`src/rtl/vga_timing_pkg.sv`:
```
// rtl/vga_timing_pkg.sv - shared VGA timing constants, state and flag types
package vga_timing_pkg;

  localparam int unsigned CNT_W = 11;

  localparam int unsigned VGA_X_RES         = 800;
  localparam int unsigned VGA_Y_RES         = 600;
  localparam int unsigned VGA_H_FRONT_PORCH = 40;
  localparam int unsigned VGA_H_SYNC        = 128;
  localparam int unsigned VGA_H_BACK_PORCH  = 88;
  localparam int unsigned VGA_V_FRONT_PORCH = 1;
  localparam int unsigned VGA_V_SYNC        = 4;
  localparam int unsigned VGA_V_BACK_PORCH  = 23;

  localparam int unsigned VGA_H_TOTAL =
    VGA_X_RES + VGA_H_FRONT_PORCH + VGA_H_SYNC + VGA_H_BACK_PORCH;
  localparam int unsigned VGA_V_TOTAL =
    VGA_Y_RES + VGA_V_FRONT_PORCH + VGA_V_SYNC + VGA_V_BACK_PORCH;

  typedef enum logic {
    ST_IDLE = 1'b0,
    ST_RUN  = 1'b1
  } dac_state_e;

  typedef struct packed {
    logic active;
    logic hsync;
    logic vsync;
  } pix_flags_t;

  function automatic logic in_span(input logic [CNT_W-1:0] v,
                                   input int unsigned lo,
                                   input int unsigned len);
    int unsigned vv;
    vv = 32'(v);
    return (vv >= lo) && (vv < lo + len);
  endfunction

endpackage

```
`src/rtl/vga_timing_counter.sv`:
```
// rtl/vga_timing_counter.sv - pixel/line counters with raw sync and active decode
module vga_timing_counter
  import vga_timing_pkg::*;
#(
  parameter int unsigned X_RES         = VGA_X_RES,
  parameter int unsigned Y_RES         = VGA_Y_RES,
  parameter int unsigned H_FRONT_PORCH = VGA_H_FRONT_PORCH,
  parameter int unsigned H_SYNC        = VGA_H_SYNC,
  parameter int unsigned H_BACK_PORCH  = VGA_H_BACK_PORCH,
  parameter int unsigned V_FRONT_PORCH = VGA_V_FRONT_PORCH,
  parameter int unsigned V_SYNC        = VGA_V_SYNC,
  parameter int unsigned V_BACK_PORCH  = VGA_V_BACK_PORCH
) (
  input  logic             clk,
  input  logic             rst_n,
  input  logic             run,
  output logic [CNT_W-1:0] x,
  output logic [CNT_W-1:0] y,
  output logic             frame_last,
  output pix_flags_t       flags
);

  localparam int unsigned H_TOTAL = X_RES + H_FRONT_PORCH + H_SYNC + H_BACK_PORCH;
  localparam int unsigned V_TOTAL = Y_RES + V_FRONT_PORCH + V_SYNC + V_BACK_PORCH;
  localparam logic [CNT_W-1:0] H_LAST = CNT_W'(H_TOTAL - 1);
  localparam logic [CNT_W-1:0] V_LAST = CNT_W'(V_TOTAL - 1);

  logic [CNT_W-1:0] x_q, x_d;
  logic [CNT_W-1:0] y_q, y_d;

  // Counters sit at the origin whenever not running so RUN always starts at (0,0).
  always_comb begin
    x_d = x_q;
    y_d = y_q;
    if (!run) begin
      x_d = '0;
      y_d = '0;
    end else if (x_q == H_LAST) begin
      x_d = '0;
      y_d = (y_q == V_LAST) ? '0 : y_q + 1'b1;
    end else begin
      x_d = x_q + 1'b1;
    end
  end

  always_ff @(posedge clk or negedge rst_n) begin
    if (!rst_n) begin
      x_q <= '0;
      y_q <= '0;
    end else begin
      x_q <= x_d;
      y_q <= y_d;
    end
  end

  always_comb begin
    flags        = '0;
    flags.active = (32'(x_q) < X_RES) && (32'(y_q) < Y_RES);
    flags.hsync  = in_span(x_q, X_RES + H_FRONT_PORCH, H_SYNC);
    flags.vsync  = in_span(y_q, Y_RES + V_FRONT_PORCH, V_SYNC);
  end

  assign x          = x_q;
  assign y          = y_q;
  assign frame_last = (x_q == H_LAST) && (y_q == V_LAST);

endmodule

```
`src/rtl/dac_output.sv`:
```
// rtl/dac_output.sv - VGA DAC output stage: FSM, FIFO pop, 2-stage pin pipeline, underflow
module dac_output
  import vga_timing_pkg::*;
#(
  parameter int unsigned X_RES         = VGA_X_RES,
  parameter int unsigned Y_RES         = VGA_Y_RES,
  parameter int unsigned H_FRONT_PORCH = VGA_H_FRONT_PORCH,
  parameter int unsigned H_SYNC        = VGA_H_SYNC,
  parameter int unsigned H_BACK_PORCH  = VGA_H_BACK_PORCH,
  parameter int unsigned V_FRONT_PORCH = VGA_V_FRONT_PORCH,
  parameter int unsigned V_SYNC        = VGA_V_SYNC,
  parameter int unsigned V_BACK_PORCH  = VGA_V_BACK_PORCH
) (
  input  logic             hw_pixel_clk,
  input  logic             hw_rst_n,
  input  logic             enable,
  input  logic [15:0]      fifo_read_data,
  input  logic             fifo_empty,
  output logic             fifo_read_request,
  output logic [15:0]      hw_rgb_out,
  output logic             hw_hsync_out,
  output logic             hw_vsync_out,
  output logic             hw_blank_n,
  output logic [CNT_W-1:0] pixel_x,
  output logic [CNT_W-1:0] pixel_y,
  output logic             underflow,
  output logic [15:0]      underflow_count
);

  dac_state_e  state_q, state_d;
  logic [1:0]  rst_sync_q, rst_sync_d;
  pix_flags_t  s1_flags_q, s1_flags_d;
  logic        s1_pop_q, s1_pop_d;
  logic [15:0] rgb_q, rgb_d;
  logic        hsync_q, hsync_d;
  logic        vsync_q, vsync_d;
  logic        blank_n_q, blank_n_d;
  logic        underflow_q, underflow_d;
  logic [15:0] ucnt_q, ucnt_d;

  logic        running;
  logic        run_allowed;
  logic        frame_last;
  logic        px_active;
  logic        starve;
  pix_flags_t  raw_flags;

  vga_timing_counter #(
    .X_RES         (X_RES),
    .Y_RES         (Y_RES),
    .H_FRONT_PORCH (H_FRONT_PORCH),
    .H_SYNC        (H_SYNC),
    .H_BACK_PORCH  (H_BACK_PORCH),
    .V_FRONT_PORCH (V_FRONT_PORCH),
    .V_SYNC        (V_SYNC),
    .V_BACK_PORCH  (V_BACK_PORCH)
  ) u_counter (
    .clk        (hw_pixel_clk),
    .rst_n      (hw_rst_n),
    .run        (running),
    .x          (pixel_x),
    .y          (pixel_y),
    .frame_last (frame_last),
    .flags      (raw_flags)
  );

  assign running     = (state_q == ST_RUN);
  assign run_allowed = rst_sync_q[1];

  // Stage 0: pop request is purely combinational so data lands in stage 1.
  assign px_active         = running && raw_flags.active;
  assign fifo_read_request = px_active && !fifo_empty;
  assign starve            = px_active && fifo_empty;

  always_comb begin
    state_d = state_q;
    case (state_q)
      ST_IDLE: if (run_allowed && enable && !fifo_empty) state_d = ST_RUN;
      ST_RUN:  if (frame_last && !enable)                state_d = ST_IDLE;
      default: state_d = ST_IDLE;
    endcase
  end

  always_comb begin
    rst_sync_d  = {rst_sync_q[0], 1'b1};
    s1_flags_d  = running ? raw_flags : '0;
    s1_pop_d    = fifo_read_request;
    // Only a pixel that was actually popped may drive colour; everything else is black.
    rgb_d       = s1_pop_q ? fifo_read_data : 16'h0000;
    hsync_d     = s1_flags_q.hsync;
    vsync_d     = s1_flags_q.vsync;
    blank_n_d   = s1_flags_q.active;
    underflow_d = underflow_q | starve;
    ucnt_d      = ucnt_q;
    if (starve && (ucnt_q != 16'hFFFF)) ucnt_d = ucnt_q + 16'd1;
  end

  always_ff @(posedge hw_pixel_clk or negedge hw_rst_n) begin
    if (!hw_rst_n) begin
      state_q     <= ST_IDLE;
      rst_sync_q  <= '0;
      s1_flags_q  <= '0;
      s1_pop_q    <= 1'b0;
      rgb_q       <= '0;
      hsync_q     <= 1'b0;
      vsync_q     <= 1'b0;
      blank_n_q   <= 1'b0;
      underflow_q <= 1'b0;
      ucnt_q      <= '0;
    end else begin
      state_q     <= state_d;
      rst_sync_q  <= rst_sync_d;
      s1_flags_q  <= s1_flags_d;
      s1_pop_q    <= s1_pop_d;
      rgb_q       <= rgb_d;
      hsync_q     <= hsync_d;
      vsync_q     <= vsync_d;
      blank_n_q   <= blank_n_d;
      underflow_q <= underflow_d;
      ucnt_q      <= ucnt_d;
    end
  end

  assign hw_rgb_out      = rgb_q;
  assign hw_hsync_out    = hsync_q;
  assign hw_vsync_out    = vsync_q;
  assign hw_blank_n      = blank_n_q;
  assign underflow       = underflow_q;
  assign underflow_count = ucnt_q;

endmodule

```
`config.mk`:
```
export PLATFORM = sky130hd
export DESIGN_NAME = dac_output
export DESIGN_NICKNAME = d
export VERILOG_FILES = /design/src/rtl/vga_timing_pkg.sv /design/src/rtl/vga_timing_counter.sv /design/src/rtl/dac_output.sv
export SDC_FILE = /design/constraint.sdc
export NUM_CORES = 1
export LEC_CHECK = 0
export BUFFER_PORTS_ARGS = -buffer_cell sky130_fd_sc_hd__buf_2
export CAP_MARGIN = 20
export CORE_UTILIZATION = 45
export CTS_BUF_LIST = sky130_fd_sc_hd__clkbuf_4
export DETAILED_ROUTE_END_ITERATION = 6
export GPL_TIMING_DRIVEN = 0
export HOLD_SLACK_MARGIN = 0.06
export PLACE_DENSITY = 0.7
export SLEW_MARGIN = 20
export SYNTH_ARGS = -nofsm -noshare
export SYNTH_HDL_FRONTEND = slang
export SYNTH_SLANG_ARGS = --single-unit
```
`constraint.sdc`:
```
create_clock -name hw_pixel_clk -period 2.21 [get_ports hw_pixel_clk]
set_clock_uncertainty 0.05 [all_clocks]
set_input_delay 0 -clock hw_pixel_clk [delete_from_list [all_inputs] [get_ports hw_pixel_clk]]
set_output_delay 0 -clock hw_pixel_clk [all_outputs]
set_load 0.02 [all_outputs]
```
==> flow_summary.ini <==
[detailed_routing]
wl_um = 6380
drcViolationCount = 0
firstDrtPassIters = 4
wl_per_cell_um = 13.8
drtAntennaViolNets = 0
vias = 2336
vias_per_cell = 5.07
drt_iter0_markers = 108

[synth]
synth_top_cell_by_area = dfrtp_1
synth_top_cell_area_share_pct = 55.6
async_flop_share_pct = 100
synthesis.area_mm2 = 0.00293
ys_types = 48
synth_edf_count = 0
syn_avg_cell_area_um2 = 11.0
synth_flop_cell = dfrtp_1
syn-instance-count = 266
synth_seq_area_share_pct = 55.6
yosys-top-cells-area = dfrtp_1 (56%), and2_1 (4.9%), xnor2_1 (4.8%), xor2_1 (3.6%), nand3_1 (3.1%)
yosysWarnings = 0
ys_seq_elements = 65
syn_nets = 291

[global_route]
grt_antenna_before_repair = 0
grt.total_usage_pct = 19.9
grt_start_max_net_pins = 42
grt_first_pass_wirelength_um = 9920
grt_pass1_vias = 2177
grt-ovfl-total = 0

[critical_path]
required_ns = 2.16
critPathKind = reg2out
rrSetupSlack_ns = 0.12
cp-start-kind = flip-flop
cp_data_arrival_time_ns = 2.08
end_kind = output pin
crit_fanout = 7

[power]
power_density_mw_per_mm2 = 714
p_total_w = 0.00277
leakage_nw = 1.89
ir_drop_uv = 548

[floorplan]
core-area_mm2 = 0.00631
die_w_um = 82.6
rows = 29
die-area_mm2 = 0.00683
start_util_pct = 46.3
dieHeight_um = 82.6
ios = 79

[cts]
cts_sinks = 65
clkLatencyLatePin_ns = 0.41
htree_levels = 3
numCtsBuffers = 9
clkTransAtPathRegs_ns = 0.12
root_buffer = clkbuf_4
cts_buffer_depth = 2
cts_tree = yes

[sta]
rsz0062_at_grt = true
relSlewSlack_pct = 64.7
finalHoldViolations = 0
setup_viol = 0
layout_setup_ws_ns = 0.0781
worstMarginPinSlew_ns = 0.529
max_freq_mhz = 469
period_needed_ns = 2.13
drv_slew = 0
min_period_over_period_pct = 96.5

[place]
portBuffers = 78
dp_hpwl_um = 4170
pre_cts_slack_ns = 0.114
place_congestion = 0.774

[finish]
fillers = 544
syn2layout_area_growth_pct = 32.6
final_nets = 404
antenna_cells = 0
drive_gt1_share_pct = 30.5

[run]
drv_cap = 0

[run_status]
outcome = complete, no violations

[hold_path]
hp-class = in2async
## repair_timing
item                       CTS  global route
hold endpoints to repair    83             0
pin swaps                    0             1
setup buffers                1             1
setup endpoints to repair    1             3
hold buffers                21             0
resized for setup            5             3
## power breakdown
part	internal, W	total (W)	switching (W)
clock network	0.000572	0.00103	0.000457
registers	0.00127	0.00135	0.0000864
logic	0.000171	0.000386	0.000215
total	0.00201	0.00277	0.000759
## registers in the layout (all words and copies together), names as in the netlist
signal / flops
hw_rgb_out: 16
u_counter.x: 11
hw_hsync_out: 1
u_counter.y: 11
underflow_count: 16
hw_vsync_out: 1
hsync_d: 1
blank_n_d: 1
running: 1
underflow: 1
hw_blank_n: 1
s1_pop_q: 1
vsync_d: 1
rst_sync_q: 2
## worst max-delay path: stages, from the launching register on
cell     delay, ns
dfrtp_2       0.47
or3_4         0.43
a32oi_4       0.28
and3_1        0.20
and2_1        0.15
buf_4         0.15
## per-stage QoR
stage	hold WS (ns)	TNS, ns	cell area, um2	util (%)	instances
floorplan	-0.346	0	2930	-	266
global placement	0.164	0	3410	54.0	421
detailed placement	-0.123	0	3430	54.4	422
CTS	0.254	0	3870	61.2	460
global route	0.183	-0.0103	3880	61.5	461
finish	0.130	0	3880	61.5	461
## synthesized netlist by cell type, types with 2 or more instances
cell,number
nand2_1,19
dfrtp_1,65
nor2_1,23
nor4_1,3
clkbuf_1,2
nand4_1,13
xor2_1,12
nor4b_1,2
o21ai_0,8
and3_1,10
ha_1,5
a21oi_1,2
inv_1,8
xnor2_1,16
and2_1,23
buf_6,2
nor3_1,5
nand3_1,18
## cells in the final DEF, fill, tap and decap left out, drive strengths merged, types with 2 or more instances in the layout
cell	instances
and3	10
xor2	12
bufinv	3
clkbuf	12
and2	24
nand4	13
mux2	2
o31ai	2
inv	8
nor2	23
dlygate4sd3	20
nor4b	3
dfrtp	65
nand3	19
a21oi	2
nor4	3
xnor2	16
o21ai	9
ha	5
nor3	6
buf	85
clkinv	3
nand2	19
## worst paths after layout
| check | start | end | cells after the start |
|---|---|---|---|
| max | u_counter.x[6] | fifo_read_request | 5 |
| min | hw_rst_n | hw_rgb_out[2] | 3 |
| max reg2reg | u_counter.x[8] | u_counter.y[10] | 5 |
| min reg2reg | vsync_d | hw_vsync_out | 0 |
| max in group asynchronous | hw_rst_n | u_counter.y[7] | 4 |
| min in group hw_pixel_clk | fifo_read_data[8] | hw_rgb_out[8] | 3 |
## logic make-up after synthesis
family          count (synthesis)  synth area share [%]
flops                          65                  55.6
simple gates                  129                  24.4
buf+inv                        14                  2.48
fa+ha+maj                       5                  2.14
compound gates                 21                  5.78
other cells                     1                 0.128
mux                             3                  1.11
xor+xnor                       28                  8.38
## cell type report
type / instances / area (um2) / share of cell area [%]
Buffer: 6 / 42.5 / 1.10
Clock buffer: 9 / 67.6 / 1.74
Clock inverter: 7 / 119 / 3.06
Inverter: 8 / 30.0 / 0.774
Multi-Input combinational cell: 187 / 1260 / 32.4
Sequential cell: 65 / 1630 / 42.0
Tap cell: 77 / 96.3 / 2.48
Timing Repair Buffer: 102 / 636 / 16.4
## metal layers
| layer | global-route usage [%] | wire length (um) |
|---|---|---|
| met2 | 33.1 | 3000 |
| met4 | 8.79 | 95 |
| met3 | 4.84 | 388 |
| met1 | 24.4 | 2900 |
| met5 | 0 | 0 |
No activity file was read; power rests on OpenSTA's default activity.
